<file path="config.mk">
export PLATFORM = sky130hd
export DESIGN_NAME = array_1d_row_packer
export DESIGN_NICKNAME = d
export VERILOG_FILES = /design/src/rtl/array_1d_row_packer.sv
export SDC_FILE = /design/constraint.sdc
export NUM_CORES = 1
export LEC_CHECK = 0
export CELL_PAD_IN_SITES_DETAIL_PLACEMENT = 0
export CELL_PAD_IN_SITES_GLOBAL_PLACEMENT = 1
export CORE_MARGIN = 3
export CORE_UTILIZATION = 38
export CTS_CLUSTER_DIAMETER = 50
export DETAILED_ROUTE_END_ITERATION = 16
export PLACE_DENSITY = 0.82
export SLEW_MARGIN = 5
export SYNTH_ARGS = -nofsm -noshare
export SYNTH_HDL_FRONTEND = slang
export SYNTH_SLANG_ARGS = --single-unit
</file>
<file path="constraint.sdc">
create_clock -name clk -period 3.1 [get_ports clk]
set_clock_uncertainty 0.15 [all_clocks]
set_input_delay 0.62 -clock clk [delete_from_list [all_inputs] [get_ports clk]]
set_output_delay 0.62 -clock clk [all_outputs]
set_load 0.02 [all_outputs]
</file>
<file path="src/rtl/array_1d_row_packer.sv">
// rtl/array_1d_row_packer.sv - packs a stream of elements into flat row vectors, column 0 in LSBs
module array_1d_row_packer #(
   parameter int BIT_WIDTH = 4,
   parameter int COLS      = 8
) (
   input  logic                           clk,
   input  logic                           rst_n,
   input  logic [BIT_WIDTH-1:0]           in_data,
   input  logic                           in_valid,
   input  logic                           in_last,
   output logic                           in_ready,
   output logic [COLS*BIT_WIDTH-1:0]      out_data,
   output logic [$clog2(COLS+1)-1:0]      out_cols,
   output logic                           out_valid,
   input  logic                           out_ready
);

   localparam int CW  = (COLS > 1) ? $clog2(COLS) : 1;
   localparam int OCW = $clog2(COLS + 1);
   localparam int DW  = COLS * BIT_WIDTH;
   localparam logic [CW-1:0] COL_MAX = CW'(COLS - 1);

   typedef enum logic {ST_FILL, ST_FULL} state_e;

   state_e          state_q, state_d;
   logic [CW-1:0]   col_q, col_d;
   logic [DW-1:0]   data_q, data_d;
   logic [OCW-1:0]  cols_q, cols_d;
   logic            in_xfer;
   logic            out_xfer;

   // One buffer serves both as the row under construction and the presented row;
   // it only changes in FULL when the row is handed off, so out_data is stable while stalled.
   assign out_data  = data_q;
   assign out_cols  = cols_q;
   assign out_valid = (state_q == ST_FULL);
   assign in_ready  = (state_q == ST_FILL) ? 1'b1 : out_ready;
   assign in_xfer   = in_valid & in_ready;
   assign out_xfer  = (state_q == ST_FULL) & out_ready;

   // Next-state: column writes, row close, hand-off with optional overlapping first element
   always_comb begin
      state_d = state_q;
      col_d   = col_q;
      data_d  = data_q;
      cols_d  = cols_q;
      case (state_q)
         ST_FILL: begin
            if (in_xfer) begin
               data_d[col_q*BIT_WIDTH +: BIT_WIDTH] = in_data;
               if ((col_q == COL_MAX) || in_last) begin
                  state_d = ST_FULL;
                  cols_d  = OCW'(col_q) + OCW'(1);
                  col_d   = '0;
               end else begin
                  col_d = col_q + CW'(1);
               end
            end
         end
         ST_FULL: begin
            if (out_xfer) begin
               // Clearing here gives zero padding for any row that later closes early.
               data_d  = '0;
               col_d   = '0;
               state_d = ST_FILL;
               if (in_xfer) begin
                  data_d[BIT_WIDTH-1:0] = in_data;
                  if (in_last || (COLS == 1)) begin
                     state_d = ST_FULL;
                     cols_d  = OCW'(1);
                  end else begin
                     col_d = CW'(1);
                  end
               end
            end
         end
         default: state_d = ST_FILL;
      endcase
   end

   // State register with asynchronous clear; a partial row is simply dropped
   always_ff @(posedge clk or negedge rst_n) begin
      if (!rst_n) begin
         state_q <= ST_FILL;
         col_q   <= '0;
         data_q  <= '0;
         cols_q  <= '0;
      end else begin
         state_q <= state_d;
         col_q   <= col_d;
         data_q  <= data_d;
         cols_q  <= cols_d;
      end
   end

endmodule

</file>
Word-level counts from Yosys, hierarchy flattened
Cells that the tools add are included.
{ "totals": {"output_inout_bits": 38, "register_bits": 40} }
{ "classes": {"muxes": 24, "eq_ne": 6, "n_reduce_logical": 3, "bitwise": 3, "n_addsub": 3, "n_shift": 2} }
{ "op_table": {"columns": ["op", "n"], "rows": [
  ["$mux W32", 2],
  ["$pmux W32 S2", 1],
  ["$neg A5 Y34", 1],
  ["$shift A4 B34 Y32 const A", 1],
  ["$shiftx A4 B34 Y32", 1],
  ["$bwmux W32", 1],
  ["$mux W4", 6],
  ["$mux W3", 3],
  ["$mux W1", 8],
  ["$pmux W4 S2", 1],
  ["$ne A2 B1 Y1 const B", 3],
  ["$pmux W3 S2", 1],
  ["$reduce_and A5 Y1", 1],
  ["$add A3 B1 Y4 const B", 1],
  ["$ne A2 B2 Y1 const B", 2],
  ["$add A3 B1 Y3 const B", 1],
  ["$eq A3 B3 Y1 const B", 1],
  ["$and A1 B1 Y1", 2],
  ["$pmux W1 S2", 1],
  ["$reduce_and A2 Y1", 1],
  ["$logic_or A1 B1 Y1", 1],
  ["$not A1 Y1", 1]
]} }

Depth between registers and ports, before layout
Gate-level depths: netlist (run 1).
{ "depth": {"depth_word": 5, "mapped_depth": 8, "ltp_nobuf": 6} }

Worst setup path after synthesis (run 1)
Ideal clock, no wire load.
{ "synth_path": {"kind": "register to register", "startpoint": "register col_q[0]", "endpoint": "register data_q[16] (netlist: out_data[16])", "path_stages_with_launch": 9, "setup_slack_ns": 0.716, "n_path_buf": 2, "t_arrival_ns": 2.111, "setup_time_ns": 0.124, "cell_sequence": "dfrtp_1 > buf_6 > inv_1 > ha_1 > ha_1 > or3b_1 > or4_1 > buf_2 > mux2i_1"} }
{ "synth_between": {"elab_chain_cells": 5} }
{ "synth_lines": {"columns": ["item", "line_no", "text"], "rows": [
  ["start, declared", "26", "logic [CW-1:0] col_q, col_d;"],
  ["start signal, assigned", "90", "col_q <= col_d;"],
  ["$neg A5 Y34 *", "50", "data_d[col_q*BIT_WIDTH +: BIT_WIDTH] = in_data;"],
  ["$shiftx A4 B34 Y32 / $shift A4 B34 Y32 (equally long branches)", "50", null],
  ["$bwmux W32 *", "50", null],
  ["$mux W32 *", "49", "if (in_xfer) begin"],
  ["$pmux W32 S2 *", "47", "case (state_q)"],
  ["end signal, assigned", "91", "data_q <= data_d;"],
  ["end, declared", "27", "logic [DW-1:0] data_q, data_d;"]
]} }
Mark *: on every way between the ends. The rest lies on a longest branch, timed or not. The select of a mux whose other input is x is not followed.
A chain may end at the register's enable or synchronous reset.

Worst setup path after layout (run 1)
{ "layout_path": {"startpoint": "input port out_ready", "endpoint": "output port in_ready"} }
{ "layout_between": {"elab_chain_cells": 1} }
{ "layout_lines": {"columns": ["item", "line_no", "text"], "rows": [
  ["start, declared", "15", "input logic out_ready"],
  ["$mux W1", "37", "assign in_ready = (state_q == ST_FILL) ? 1'b1 : out_ready;"],
  ["end, declared", "11", "output logic in_ready,"]
]} }
Every way passes these cells.

==> results.txt, run 1 <==
register area share after synthesis - 53.0%
floorplan core area - 4750 sq um
share of layout cells above drive strength 1 - 7.37%
adder-cell share of the synthesized area - 4.64%
Worst Path Max Fanout - 5
CP arrival - 1.89 ns
fin util - 52.5%
cell taking the most area after synthesis - dfrtp_1
Reg power frac - 48.4%
power density over the cells - 472 nW/um^2
CP Buf/Inv Count - 2
clk slew on worst S/H paths - 0.07 ns
Min-Delay Path Class - in -> async
Synthesis Warnings - 0
switch share - 30.4%
Pleak - 1.11 nW
largest family of logic cells by synthesized area - compound AO/OA/AOI/OAI gates
CP endpoint kind - output port
kind of cell adding the most delay to the critical path - buffers and inverters
status - complete, no violations
Overflow after GRT - 0
RSZ-0062 raised after global routing - no
placed cell area - 2420 sq um
post-synth cell types - 37
Final Non-Filler Cells - 284
share of the synthesized area in the top cell type - 53.0%
Placer Congestion - 0.848
hpwl dp - 3060 microns
filler cell count - 455
total I/O pin count - 47
post-route ant nets - 0
Clock Power Share - 27.9%
cell mode on critical path - clkdlybuf4s50_1
cell-internal power - 0.819 mW
Inst Count DP - 277
Cell Area, Synth - 1890 sq um
initial antenna violation count - 0
CTS Buf Count - 5
pre-CTS setup slack - 0.429 ns
htree depth - 2
Tmin final - 2.66 ns
fin area - 2500 sq um
type of the worst setup path - in -> out
critical path's largest stage delay - 0.61 ns
Fin. Hold Viols - 0
final max-slew violation count - 0
Max Fclk - 0.375 GHz
post-synthesis compound-gate area fraction - 18.3%
vias in the first global route - 1467
Synth Area in XOR/XNOR - 0%
Post-CTS Setup Inserts - 0
drt first pass iters - 4
PortBufs - 46
switching pwr - 0.358 mW
final setup vio count - 0
initial core utilization - 39.7%
Slew Limit Headroom - 42.8%
vias per inst - 5.18
Yosys reg bits - 40
antenna diode count - 0
initial detailed-routing violation count - 83
layout net count - 233
multiplexer share of the synthesized area - 5.43%
Remaining DRCs - 0
crit share post-route - 86.0%
synth top area cells - dfrtp_1 (53%), a22o_1 (9.3%), ha_1 (4.6%)
PostCTS Resize Cnt - 0
area share of and/or/nand/nor cells after synthesis - 14.0%
Root Buffer - clkbuf_8
pin slew with the least headroom to its limit - 0.858 ns
worst hold slack - 0.289 ns
worst IR drop on VDD - 0.281 mV
Worst path slowest cell - clkdlybuf4s50_1
# rows - 25
worst skew pair latency - 0.29 ns
Final WS setup - 0.435 ns
CP cell instances - clkdlybuf4s50_1 -> nand2b_1 -> clkdlybuf4s50_1
CTS Sinks - 40
CTS tree - built
CTS Buffer Depth - 2
synthesized area per cell - 11.1 sq um
total wire length - 4290 microns
Die Height - 76.5 microns
Layout Area Growth over Synthesis - 32.2%
largest net degree at the start of global routing - 41
Startpoint Class - input pin
Die ar. - 5850 sq um
first-pass GRT wire length - 7380 microns
WP data required - 2.33 ns
CTS hold repair buffers - 0
Post-Syn Instances - 170
Tot GR Track Use - 15.7%
Avg WL per Cell - 15.1 microns
PnR Total Power - 1.18 mW
syn_nets - 186
die width - 76.5 microns
vias - 1470
Fin Setup TNS - 0 ns
Logic pwr share - 23.7%
max_cap viols - 0
flip-flops by register name (all words and copies together), names as in the netlist:
signal / cells
out_data: 32
out_cols: 4
col_q: 3
out_valid: 1
area by class of cell:
type / count / area (sq um) / area share [%]
clock inverter: 2 / 12.5 / 0.501
multi-input combinational: 109 / 801 / 32.1
inverter: 10 / 37.5 / 1.50
sequential: 40 / 1000 / 40.1
clock buffer: 5 / 68.8 / 2.76
timing repair buffer: 51 / 493 / 19.7
tap: 67 / 83.8 / 3.36
kinds of logic after synthesis:
logic type      after synthesis
simple gates                 49
compound gates               43
flops                        40
buf+inv                      21
mux                          10
fa+ha+maj                     7
layer usage:
| layer | share of wire [%] | track usage (%) | up-vias |
|---|---|---|---|
| li1 | - | - | 720 |
| met4 | 1.2 | 4.35 | 0 |
| met1 | 47 | 21.3 | 693 |
| met2 | 46 | 24.5 | 50 |
| met5 | 0 | 0 | - |
| met3 | 5.7 | 4.61 | 7 |
power groups by stage:
| stage | Combinational [mW] | Sequential (mW) | Clock, mW |
|---|---|---|---|
| 2_1_floorplan | 0.138 | 0.610 | 0 |
| 3_3_place_gp | 0.280 | 0.580 | 0 |
| 3_5_place_dp | 0.277 | 0.580 | 0 |
| 4_1_cts | 0.280 | 0.570 | 0.340 |
| 5_1_grt | 0.307 | 0.575 | 0.356 |
| 6_report | 0.280 | 0.570 | 0.328 |
cells in the final DEF (no fill, tap or decap), drive strengths merged, types with 3 or more instances in the layout:
master | Yosys | final
clkdlybuf4s50 | 0 | 45
dfrtp | 40 | 40
a22o | 20 | 20
nand2 | 15 | 15
inv | 10 | 10
mux2i | 8 | 8
ha | 7 | 7
a31oi | 6 | 6
buf | 6 | 6
nor2b | 5 | 5
nand3 | 5 | 5
nor4 | 5 | 5
clkbuf | 5 | 5
o2bb2ai | 4 | 4
nor2 | 4 | 4
nand2b | 3 | 3
a32o | 3 | 3
final timing paths:
kind | startpoint | to | slack [ns] | depth (start not counted)
min in group clk | out_cols[3]$_DFFE_PN0P_ | out_cols[3]$_DFFE_PN0P_ | 0.35 | 1
min reg2reg | out_cols[3]$_DFFE_PN0P_ | out_cols[3]$_DFFE_PN0P_ | 0.35 | 1
max reg2reg | col_q[0]$_DFFE_PN0P_ | out_data[18]$_DFFE_PN0P_ | 0.71 | 6
max in group asynchronous | rst_n | col_q[0]$_DFFE_PN0P_ | 1.97 | 1
min | rst_n | out_data[7]$_DFFE_PN0P_ | 0.29 | 1
max | out_ready | in_ready | 0.44 | 3
synth_stat cells:
cell type	n
a31oi_1	6
o21ba_2	1
o2bb2ai_1	4
nor3_1	2
or3b_1	1
o21ai_0	2
nand2_1	15
and4_1	1
nor2_1	4
nand4b_1	1
nor4_1	5
clkbuf_1	5
nand3_1	5
nand3b_1	1
nor2b_1	5
dfrtp_1	40
and2_1	2
inv_1	10
mux2_2	2
o31ai_1	1
buf_1	4
o22ai_1	1
mux2i_1	8
a21oi_1	2
o31a_1	1
or4_1	1
o21a_1	1
a32o_1	3
ha_1	7
or3_1	1
buf_2	1
and3b_1	1
buf_6	1
nand2b_1	3
a41oi_1	1
nor3b_1	1
a22o_1	20
Note: power is estimated with default switching activity, not from simulation.
==> inputs of run 2 (changes only) <==
- clock period: 3.1 -> 2.6 ns (I/O delays scaled with it)
==> results.txt, run 2 (synthesis gave the netlist of run 1 again) <==
status - complete, no violations
Logic pwr share - 22.5% (-1.2 points)
CP Buf/Inv Count - 2 (unchanged)
Tmin final - 2.39 ns
CP endpoint kind - output port
CTS hold repair buffers - 0 (unchanged)
critical path's largest stage delay - 0.61 ns (about the same)
vias in the first global route - 1442 (-1.7%)
layout net count - 240 (+3.0%)
CP cell instances - clkdlybuf4s50_1 -> nand2b_1 -> clkdlybuf4s50_1
worst skew pair latency - 0.29 ns (about the same)
PortBufs - 46 (unchanged)
kind of cell adding the most delay to the critical path - buffers and inverters
most frequent cells in the layout - clkdlybuf4s50_1 (45), dfrtp_1 (40), a22o_1 (20)
Placer Congestion - 0.894 (+5.4%)
Final WS setup - 0.210 ns (-0.225 ns)
Worst path slowest cell - clkdlybuf4s50_1
Die ar. - 5850 sq um (unchanged)
CTS Sinks - 40 (unchanged)
Worst Reg-to-Reg Cells - 6 (unchanged)
Max Fclk - 0.418 GHz
CTS tree - built
Critical Path Stages - 3 (unchanged)
Worst Path Max Fanout - 2 (-3)
RSZ-0062 raised after global routing - no
initial core utilization - 39.7% (unchanged)
post-route ant nets - 0 (unchanged)
antenna diode count - 0 (unchanged)
CP arrival - 1.72 ns (-0.17 ns)
Post-CTS Setup Inserts - 0 (unchanged)
final max-slew violation count - 0 (unchanged)
pin slew with the least headroom to its limit - 0.840 ns (-0.0182 ns)
# rows - 25 (unchanged)
Critical Path Source - out_ready
vias per inst - 5.18 (+0.17%)
WP data required - 1.93 ns (-0.40 ns)
floorplan core area - 4750 sq um (unchanged)
initial detailed-routing violation count - 86 (+3.6%)
htree depth - 2 (unchanged)
cell-internal power - 1.12 mW (+37%)
PostCTS Resize Cnt - 0 (unchanged)
pre-CTS setup slack - 0.208 ns (-0.222 ns)
Min-Delay Path Class - in -> async
Overflow after GRT - 0 (unchanged)
CTS Buf Count - 5 (unchanged)
Root Buffer - clkbuf_8
switching pwr - 0.438 mW (+22%)
Layout Area Growth over Synthesis - 37.1%
fin util - 54.5% (+1.9 points)
type of the worst setup path - in -> out
Die Height - 76.5 microns (unchanged)
total I/O pin count - 47 (unchanged)
Clock Power Share - 34.1% (+6.2 points)
cell mode on critical path - clkdlybuf4s50_1
Remaining DRCs - 0 (unchanged)
Pleak - 1.17 nW (+5.2%)
Startpoint Class - input pin
share of layout cells above drive strength 1 - 10.7% (+3.3 points)
CTS Buffer Depth - 2 (unchanged)
commonest non-fill, non-tap cell in the layout - clkdlybuf4s50_1
die width - 76.5 microns (unchanged)
Worst R2R Start - col_q[0]$_DFFE_PN0P_
crit share post-route - 91.9%
clk slew on worst S/H paths - 0.08 ns (about the same)
Avg WL per Cell - 14.8 microns (-2.0%)
initial antenna violation count - 0 (unchanged)
vias - 1514 (+3.0%)
hpwl dp - 3120 microns (+2.0%)
Slew Limit Headroom - 44.0% (+1.2 points)
Fin. Hold Viols - 0 (unchanged)
PnR Total Power - 1.56 mW (+32%)
max_cap viols - 0 (unchanged)
drt first pass iters - 4 (unchanged)
first-pass GRT wire length - 7290 microns (-1.1%)
Reg power frac - 43.5% (-4.9 points)
switch share - 28.1% (-2.3 points)
number of flip-flops in the largest register - 32 (unchanged)
worst IR drop on VDD - 0.358 mV (+27%)
Fin Setup TNS - 0 ns (unchanged)
power density over the cells - 602 nW/um^2 (+28%)
final setup vio count - 0 (unchanged)
largest net degree at the start of global routing - 41 (unchanged)
total wire length - 4320 microns (+0.77%)
worst hold slack - 0.178 ns (-0.111 ns)
Tot GR Track Use - 15.8% (+0.088 points)
==> run 2: path summary, 6_finish.rpt <==
path,to,slack (ns)
min in group clk,out_data[21]$_DFFE_PN0P_,0.35
max in group asynchronous,out_valid$_DFF_PN0_,1.59
max,in_ready,0.21
min reg2reg,out_data[21]$_DFFE_PN0P_,0.35
min,out_data[7]$_DFFE_PN0P_,0.18
max reg2reg,out_data[16]$_DFFE_PN0P_,0.30
==> run 2: stage by stage <==
| stage | cells | cell area (sq um) |
|---|---|---|
| after floorplan | 170 | 1890 |
| after global placement | 284 | 2470 |
| after detailed placement | 284 | 2470 |
| after CTS | 292 | 2590 |
| after global routing | 292 | 2590 |
| final | 292 | 2590 |
==> run 2: worst register-to-register path, cell delays in order (launching register included) <==
cell and delay (ns):
dfrtp_1 0.35, inv_1 0.08, ha_1 0.23, ha_1 0.30, or3b_1 0.36, or4_1 0.56, mux2i_1 0.17
==> run 2: final cells by class <==
class                      count  area, sq um
clock buffer                   6         82.6
clock inverter                 2         38.8
fill                         446         2160
inverter                      10         37.5
multi-input combinational    109          801
sequential                    40         1000
tap                           67         83.8
timing repair buffer          58          546
==> run 2: power groups by stage <==
| stage | clock [mW] | combinational (mW) | sequential, mW |
|---|---|---|---|
| finish | 0.531 | 0.351 | 0.678 |
| global route | 0.572 | 0.384 | 0.683 |
| CTS | 0.543 | 0.353 | 0.679 |
| detailed placement | 0 | 0.349 | 0.691 |
| global placement | 0 | 0.351 | 0.691 |
| floorplan | 0 | 0.164 | 0.727 |
==> run 2: per-layer routing <==
layer  up-vias  track usage [%]  wire length (microns)
met5         -                0                      0
met2        57             23.6                   1980
met4         0             4.35                     29
met1       723             22.3                   2050
li1        730                -                      -
met3         4             4.85                    265
==> inputs of run 3 (changes only) <==
- CTS_CLUSTER_SIZE: default -> 30
- PLACE_DENSITY: 0.82 -> default
- PLACE_DENSITY_LB_ADDON: default -> 0.1
==> results.txt, run 3 (synthesis gave the netlist of run 1 again) <==
drt first pass iters - 4 (unchanged)
final max-slew violation count - 0 (unchanged)
CP cell instances - inv_1 -> ha_1 -> ha_1 -> or3b_1 -> or4_1 -> mux2i_1
Slew Limit Headroom - 41.8% (-2.2 points)
vias in the first global route - 1609 (+12%)
die width - 76.5 microns (unchanged)
Fin Setup TNS - 0 ns (unchanged)
Worst Path Max Fanout - 6 (+4)
antenna diode count - 0 (unchanged)
# rows - 25 (unchanged)
CTS Buffer Depth - 2 (unchanged)
max_cap viols - 0 (unchanged)
initial antenna violation count - 0 (unchanged)
RSZ-0062 raised after global routing - no
vias - 1517 (+0.20%)
vias per inst - 5.21 (+0.54%)
Reg2Reg Setup Slack - 0.18 ns (-0.12 ns)
fin area - 2550 sq um (-1.4%)
Placer Congestion - 0.800 (-11%)
Fin. Hold Viols - 0 (unchanged)
worst skew pair latency - 0.28 ns (about the same)
kind of cell adding the most delay to the critical path - simple AND/OR/NAND/NOR gates
Tot GR Track Use - 17.2% (+1.4 points)
fin util - 53.7% (-0.76 points)
CTS Buf Count - 5 (unchanged)
Post-CTS Setup Inserts - 0 (unchanged)
status - complete, no violations
type of the worst setup path - reg -> reg
PnR Total Power - 1.44 mW (-7.7%)
pin slew with the least headroom to its limit - 0.873 ns (+0.0329 ns)
worst IR drop on VDD - 0.282 mV (-21%)
Pleak - 1.15 nW (-1.3%)
CTS hold repair buffers - 0 (unchanged)
final setup vio count - 0 (unchanged)
filler cell count - 443 (-0.67%)
worst hold slack - 0.194 ns (+0.0161 ns)
Worst path slowest cell - or4_1
layout net count - 239 (-0.42%)
Root Buffer - clkbuf_8
commonest non-fill, non-tap cell in the layout - clkdlybuf4s50_1
floorplan core area - 4750 sq um (unchanged)
Final WS setup - 0.179 ns (-0.0312 ns)
Min-Delay Path Class - in -> async
PostCTS Resize Cnt - 0 (unchanged)
clk slew on worst S/H paths - 0.08 ns (about the same)
PortBufs - 46 (unchanged)
post-route ant nets - 0 (unchanged)
initial core utilization - 39.7% (unchanged)
largest net degree at the start of global routing - 41 (unchanged)
CP Buf/Inv Count - 1 (-1)
first-pass GRT wire length - 8170 microns (+12%)
WP data required - 2.61 ns (+0.68 ns)
hpwl dp - 3450 microns (+11%)
Startpoint Class - flip-flop
Die Height - 76.5 microns (unchanged)
CTS Sinks - 40 (unchanged)
power density over the cells - 564 nW/um^2 (-6.4%)
Avg WL per Cell - 15.9 microns (+7.2%)
CP arrival - 2.43 ns (+0.71 ns)
pre-CTS setup slack - 0.176 ns (-0.0321 ns)
Tmin final - 2.42 ns (+0.0312 ns)
CP endpoint kind - flip-flop
Remaining DRCs - 0 (unchanged)
initial detailed-routing violation count - 90 (+4.7%)
Inst Count DP - 283 (-0.35%)
crit share post-route - 93.1% (+1.2 points)
Critical Path Stages - 6 (+3)
cell mode on critical path - ha_1
Overflow after GRT - 0 (unchanged)
most frequent cells in the layout - clkdlybuf4s50_1 (45), dfrtp_1 (40), a22o_1 (20)
Final Non-Filler Cells - 291 (-0.34%)
critical path's largest stage delay - 0.56 ns (-0.05 ns)
total wire length - 4620 microns (+6.9%)
Die ar. - 5850 sq um (unchanged)
Max Fclk - 0.413 GHz (-1.3%)
Worst Reg-to-Reg Cells - 6 (unchanged)
total I/O pin count - 47 (unchanged)
share of layout cells above drive strength 1 - 10.3% (-0.40 points)
Layout Area Growth over Synthesis - 35.2%
number of flip-flops in the largest register - 32 (unchanged)
placed cell area - 2460 sq um (-0.30%)
CTS tree - built
htree depth - 2 (unchanged)
-- run 3: worst paths after layout --
kind / start / endpoint
max: col_q[0]$_DFFE_PN0P_ / out_data[16]$_DFFE_PN0P_
min: rst_n / out_data[6]$_DFFE_PN0P_
max reg2reg: col_q[0]$_DFFE_PN0P_ / out_data[16]$_DFFE_PN0P_
min reg2reg: out_data[2]$_DFFE_PN0P_ / out_data[2]$_DFFE_PN0P_
max in group asynchronous: rst_n / out_data[11]$_DFFE_PN0P_
min in group clk: out_data[2]$_DFFE_PN0P_ / out_data[2]$_DFFE_PN0P_
-- run 3: area by class of cell --
cell class	instances	area, sq um	area share, %
Tap cell	67	83.8	3.28
Multi-Input combinational cell	109	801	31.4
Inverter	10	37.5	1.47
Clock inverter	2	10.0	0.392
Clock buffer	6	82.6	3.23
Sequential cell	40	1000	39.2
Timing Repair Buffer	57	538	21.1
-- run 3: metal layers --
metal	up-vias	wire length, microns	GRT usage (%)
li1	731	-	-
met1	736	2020	21.3
met2	41	2320	29.0
met3	9	194	3.90
met4	0	79	7.07
met5	-	0	0
-- run 3: power breakdown --
part	total (mW)	switching (mW)	internal, mW
clock network	0.414	0.202	0.212
registers	0.675	0.0188	0.656
logic	0.351	0.204	0.147
total	1.44	0.425	1.01
